$ cat config.mk
export PLATFORM = sky130hd
export DESIGN_NAME = dmem_arbiter
export DESIGN_NICKNAME = d
export VERILOG_FILES = /design/src/rtl/dmem_arb_pkg.sv /design/src/rtl/dmem_arb_wait_ctr.sv /design/src/rtl/dmem_arbiter.sv
export SDC_FILE = /design/constraint.sdc
export NUM_CORES = 1
export LEC_CHECK = 0
export BUFFER_PORTS_ARGS = -buffer_cell sky130_fd_sc_hd__buf_4
export CORE_AREA = 2 2 99 101
export DETAILED_ROUTE_END_ITERATION = 10
export DIE_AREA = 0 0 101 103
export GPL_ROUTABILITY_DRIVEN = 0
export PLACE_DENSITY = 0.5
export SLEW_MARGIN = 10
export SYNTH_ARGS = -nofsm -noshare
export SYNTH_HDL_FRONTEND = slang
export SYNTH_SLANG_ARGS = --single-unit
$ cat constraint.sdc
create_clock -name clk -period 1.6 [get_ports clk]
set_input_delay 0.24 -clock clk [delete_from_list [all_inputs] [get_ports clk]]
set_output_delay 0.24 -clock clk [all_outputs]
set_load 0.03 [all_outputs]
$ cat src/rtl/dmem_arb_pkg.sv
// Shared types and constants for the data-memory arbiter.
package dmem_arb_pkg;

    typedef enum logic {
        CPU_OWN = 1'b0,
        EXT_OWN = 1'b1
    } arb_state_e;

    localparam int MAX_WAIT_DEF = 4;
    localparam int WAIT_CNT_W   = 4;

    // Clamps a requested wait limit into the range the counter can represent.
    function automatic logic [WAIT_CNT_W-1:0] wait_limit(input int max_wait);
        if (max_wait < 1) begin
            return WAIT_CNT_W'(1);
        end else if (max_wait > 15) begin
            return WAIT_CNT_W'(15);
        end else begin
            return WAIT_CNT_W'(max_wait);
        end
    endfunction

endpackage

$ cat src/rtl/dmem_arb_wait_ctr.sv
// Counts cycles an external request has waited and flags when a forced grant is due.
module dmem_arb_wait_ctr
    import dmem_arb_pkg::*;
#(
    parameter int MAX_WAIT = MAX_WAIT_DEF
) (
    input  logic                  clk,
    input  logic                  reset,
    input  logic                  ext_req_i,
    input  logic                  ext_ack_i,
    output logic [WAIT_CNT_W-1:0] wait_cnt_o,
    output logic                  force_o
);

    localparam logic [WAIT_CNT_W-1:0] LIMIT = wait_limit(MAX_WAIT);
    localparam logic [WAIT_CNT_W-1:0] ONE   = {{(WAIT_CNT_W-1){1'b0}}, 1'b1};

    logic [WAIT_CNT_W-1:0] cnt_q;
    logic [WAIT_CNT_W-1:0] cnt_d;

    // Holds at the limit; the forced grant that follows clears it.
    always_comb begin
        cnt_d = cnt_q;
        if (!ext_req_i || ext_ack_i) begin
            cnt_d = '0;
        end else if (cnt_q != LIMIT) begin
            cnt_d = cnt_q + ONE;
        end
    end

    always_ff @(posedge clk or posedge reset) begin
        if (reset) begin
            cnt_q <= '0;
        end else begin
            cnt_q <= cnt_d;
        end
    end

    assign wait_cnt_o = cnt_q;
    assign force_o    = ext_req_i & ~ext_ack_i & (cnt_q == LIMIT);

endmodule

$ cat src/rtl/dmem_arbiter.sv
// Shares the data RAM between the CPU data port and an external loader/debug port.
// Define DMEM_ARB_STARVE_EN to compile in the forced grant for a starving external port.
module dmem_arbiter
    import dmem_arb_pkg::*;
#(
    parameter int DATA_WIDTH     = 32,
    parameter int DATA_BUS_WIDTH = 17,
    parameter int MAX_WAIT       = MAX_WAIT_DEF
) (
    input  logic                      clk,
    input  logic                      reset,
    input  logic                      cpu_read,
    input  logic                      cpu_write,
    input  logic [DATA_BUS_WIDTH-1:0] cpu_adr,
    input  logic [DATA_WIDTH-1:0]     cpu_wd,
    output logic [DATA_WIDTH-1:0]     cpu_rd,
    output logic                      cpu_stall,
    input  logic                      ext_req,
    input  logic                      ext_we,
    input  logic [DATA_BUS_WIDTH-1:0] ext_adr,
    input  logic [DATA_WIDTH-1:0]     ext_wd,
    output logic [DATA_WIDTH-1:0]     ext_rd,
    output logic                      ext_ack,
    output logic                      mem_we,
    output logic [DATA_BUS_WIDTH-1:0] mem_adr,
    output logic [DATA_WIDTH-1:0]     mem_wd,
    input  logic [DATA_WIDTH-1:0]     mem_rd,
    output logic                      dbg_state_o,
    output logic [WAIT_CNT_W-1:0]     dbg_wait_cnt_o
);

    arb_state_e            state_q;
    logic                  cpu_acc;
    logic                  ext_grant;
    logic                  force_grant;
    logic [WAIT_CNT_W-1:0] wait_cnt;

    assign cpu_acc = cpu_read | cpu_write;

    // Reset gates the strobes combinationally so they drop without a clock edge.
    always_comb begin
        mem_adr   = cpu_adr;
        mem_wd    = cpu_wd;
        mem_we    = 1'b0;
        ext_grant = 1'b0;
        case (state_q)
            CPU_OWN: begin
                if (cpu_acc) begin
                    mem_we = cpu_write;
                end else if (ext_req) begin
                    mem_adr   = ext_adr;
                    mem_wd    = ext_wd;
                    mem_we    = ext_we;
                    ext_grant = 1'b1;
                end
            end
            EXT_OWN: begin
                mem_adr   = ext_adr;
                mem_wd    = ext_wd;
                mem_we    = ext_req & ext_we;
                ext_grant = ext_req;
            end
            default: begin
                mem_we = 1'b0;
            end
        endcase
        if (reset) begin
            mem_we    = 1'b0;
            ext_grant = 1'b0;
        end
    end

    assign ext_ack = ext_grant;
    assign cpu_rd  = mem_rd;
    assign ext_rd  = mem_rd;

`ifdef DMEM_ARB_STARVE_EN
    dmem_arb_wait_ctr #(
        .MAX_WAIT (MAX_WAIT)
    ) u_wait_ctr (
        .clk        (clk),
        .reset      (reset),
        .ext_req_i  (ext_req),
        .ext_ack_i  (ext_grant),
        .wait_cnt_o (wait_cnt),
        .force_o    (force_grant)
    );

    assign cpu_stall = ~reset & (state_q == EXT_OWN) & cpu_acc;
`else
    // External port is served only in CPU-idle cycles.
    assign wait_cnt    = '0;
    assign force_grant = 1'b0;
    assign cpu_stall   = 1'b0;
`endif

    always_ff @(posedge clk or posedge reset) begin
        if (reset) begin
            state_q <= CPU_OWN;
        end else begin
            case (state_q)
                CPU_OWN: if (force_grant) state_q <= EXT_OWN;
                EXT_OWN: state_q <= CPU_OWN;
                default: state_q <= CPU_OWN;
            endcase
        end
    end

    assign dbg_state_o    = state_q;
    assign dbg_wait_cnt_o = wait_cnt;

endmodule

==> results.toml <==
[status]
outcome = "finished with violations"
violations = "setup timing"

[synthesis]
synth_compound_area_share_pct = 0.4246
synthTopCellsByCount = "buf_4 (70), mux2_2 (45), buf_6 (5)"
syn_area_per_cell_um2 = 9.066
synth_fa_ha_area_share_pct = 0
yosysTopAreaCell = "buf_4"
syn-cell-area_um2 = 1179
synth_simple_gate_area_share_pct = 2.760
synth.top_cell.area_share_pct = 44.59
yosys-top-cells-area = "buf_4 (45%), mux2_2 (43%), buf_6 (4.8%), mux2_1 (3.8%), nor3b_4 (1.6%)"
synth_seq_area_share_pct = 0
synthCells = 130
synth.distinct_cells = 10
synth_xor_area_share_pct = 0
yosys_warnings = 0
synth.mux.area_fraction_pct = 46.82
synth_top_family_by_area = "buffers and inverters"
yosysMostFrequentCell = "buf_4"

[setup_path]
critPathBufInv = 4
criticalPathCategory = "in -> out"
max_stage_delay_ps = 310
worstPathMaxFanout = 8
path_cells = "buf_8, nor3b_4, buf_6, clkbuf_16, mux2_4, buf_6"
critPathArrivalTime_ps = 1400
cp-start-kind = "input port"
required_ps = 1360
critPathCaptureType = "primary output"
cp_slowest_cell = "mux2_4"
critPathMostFrequentCell = "buf_6"
crit_family = "buffers and inverters"

[grt]
grt_pass1_vias = 1030
grt_overflow_total = 0
grtUsageTotal_pct = 6.019
grt_max_degree = 18
antenna_found_initial = 0
grt_pass1_wl_um = 4919

[timing]
hold_slack_ps = 480.0
fin_crit_ps = 1636
finalWorstSetupSlack_ps = -36.02
slew_viol_final = 0
setup_viol = 21
max_freq_mhz = 611.2
finalCritPeriodShare_pct = 102.3
hold_viol = 0
rsz0062_at_grt = "true"

[layout]
clock_buffers = 0
area_growth_pct = 94.80
seqCellArea_um2 = 0
finalNonFillerCells = 335
nNetsFinal = 359
nFlopsAndLatches = 0
n_antenna_cell = 0
drive_gt1_share_pct = 93.67

[pwr]
p_sw_mw = 0.3528
internal-power_mw = 0.4398
p_clk_share_pct = 0
combPwrFrac_pct = 100.0
powerDensity_nw_per_um2 = 345.2
irDropWorstVdd_v = 0.00007701
p_leak_nw = 1.166
netSwitchingFraction_pct = 44.51
pwr-share-seq_pct = 0

[worst_hold_path]
hold_end = "cpu_rd[10]"
min_path_type = "in -> out"
hold_start = "mem_rd[10]"
whs_path_depth = 0

[flow_run]
cap_violations = 0

[placed_design]
io_buffers = 154
dp_slack_ps = -76.48
dp.cells = 330
dp_hpwl_um = 3267

[floorplanning]
num_io_pins = 257
row_count = 36
dieArea_um2 = 10400
coreArea_um2 = 9459
initial_utilization_pct = 12.46
dieHeight_um = 103
die_w_um = 101

[route]
vias = 1180
routed_via_density = 3.522
wirelength_um = 4678
drtIter0Drc = 12
wl_per_cell_um = 13.96
drc = 0
ant_nets = 0
drt_pass1_iterations = 4
## power by group through the flow
stage                     clock network, mW  registers (mW)  logic (mW)
after floorplan                           0               0       0.650
after global placement                    0               0       0.670
after detailed placement                  0               0       0.673
after CTS                                 0               0       0.738
after global routing                      0               0       0.831
final                                     0               0       0.793
## cells by family (layout without fill, tap and decap cells)
kind of cell           count (synthesis)  after routing
buffers and inverters                 76            162
multiplexers                          49             49
AND/OR/NAND/NOR                        3              3
other                                  1              6
AO/OA/AOI/OAI                          1              1
## layout by cell type (no fill, tap or decap), drive strengths merged
cell type / count
a21oi: 1
buf: 158
clkbuf: 3
conb: 6
inv: 1
mux2: 49
nand3b: 1
nor2b: 1
nor3b: 1
## worst max-delay path by stage
stage	to	startpoint	depth (start not counted)	slack, ps
floorplan	ext_ack	cpu_write	3	140
global placement	mem_wd[0]	cpu_write	5	-60
detailed placement	mem_adr[12]	cpu_write	5	-80
CTS	mem_wd[21]	cpu_read	6	-60
global route	mem_adr[1]	cpu_write	6	-90
finish	mem_wd[4]	cpu_write	6	-40
## per-layer routing
metal	routed length, um	vias to the layer above	global-route usage [%]
li1	-	542	-
met1	1418	520	5.477
met2	2650	98	13.33
met3	493	20	0.5424
met4	116	0	2.287
met5	0	-	0
## cell type report
| cell class | instances | area, um2 |
|---|---|---|
| Timing Repair Buffer | 161 | 1425 |
| Multi-Input combinational cell | 59 | 724.4 |
| Inverter | 1 | 3.754 |
| Tap cell | 114 | 142.6 |
| Fill cell | 997 | 7163 |
## what timing repair did
item | in CTS | in global routing
resized for setup | 37 | 34
pin swaps | 1 | 1
gates cloned | 1 | 3
buffers inserted | 2 | 0
setup endpoints to repair | 49 | 49
hold buffers | 0 | 0
## metrics by stage
stage | utilization (%) | TNS [ps] | power, mW | cell area [um2]
CTS | 22.42 | -1110 | 0.7382 | 2121
finish | 24.27 | -595.2 | 0.7926 | 2296
floorplan | - | 0 | 0.6497 | 1197
global route | 24.27 | -2449 | 0.8306 | 2296
global placement | 20.53 | -1558 | 0.6703 | 1942
detailed placement | 20.53 | -2083 | 0.6733 | 1942
(Power assumes the default switching activity.)
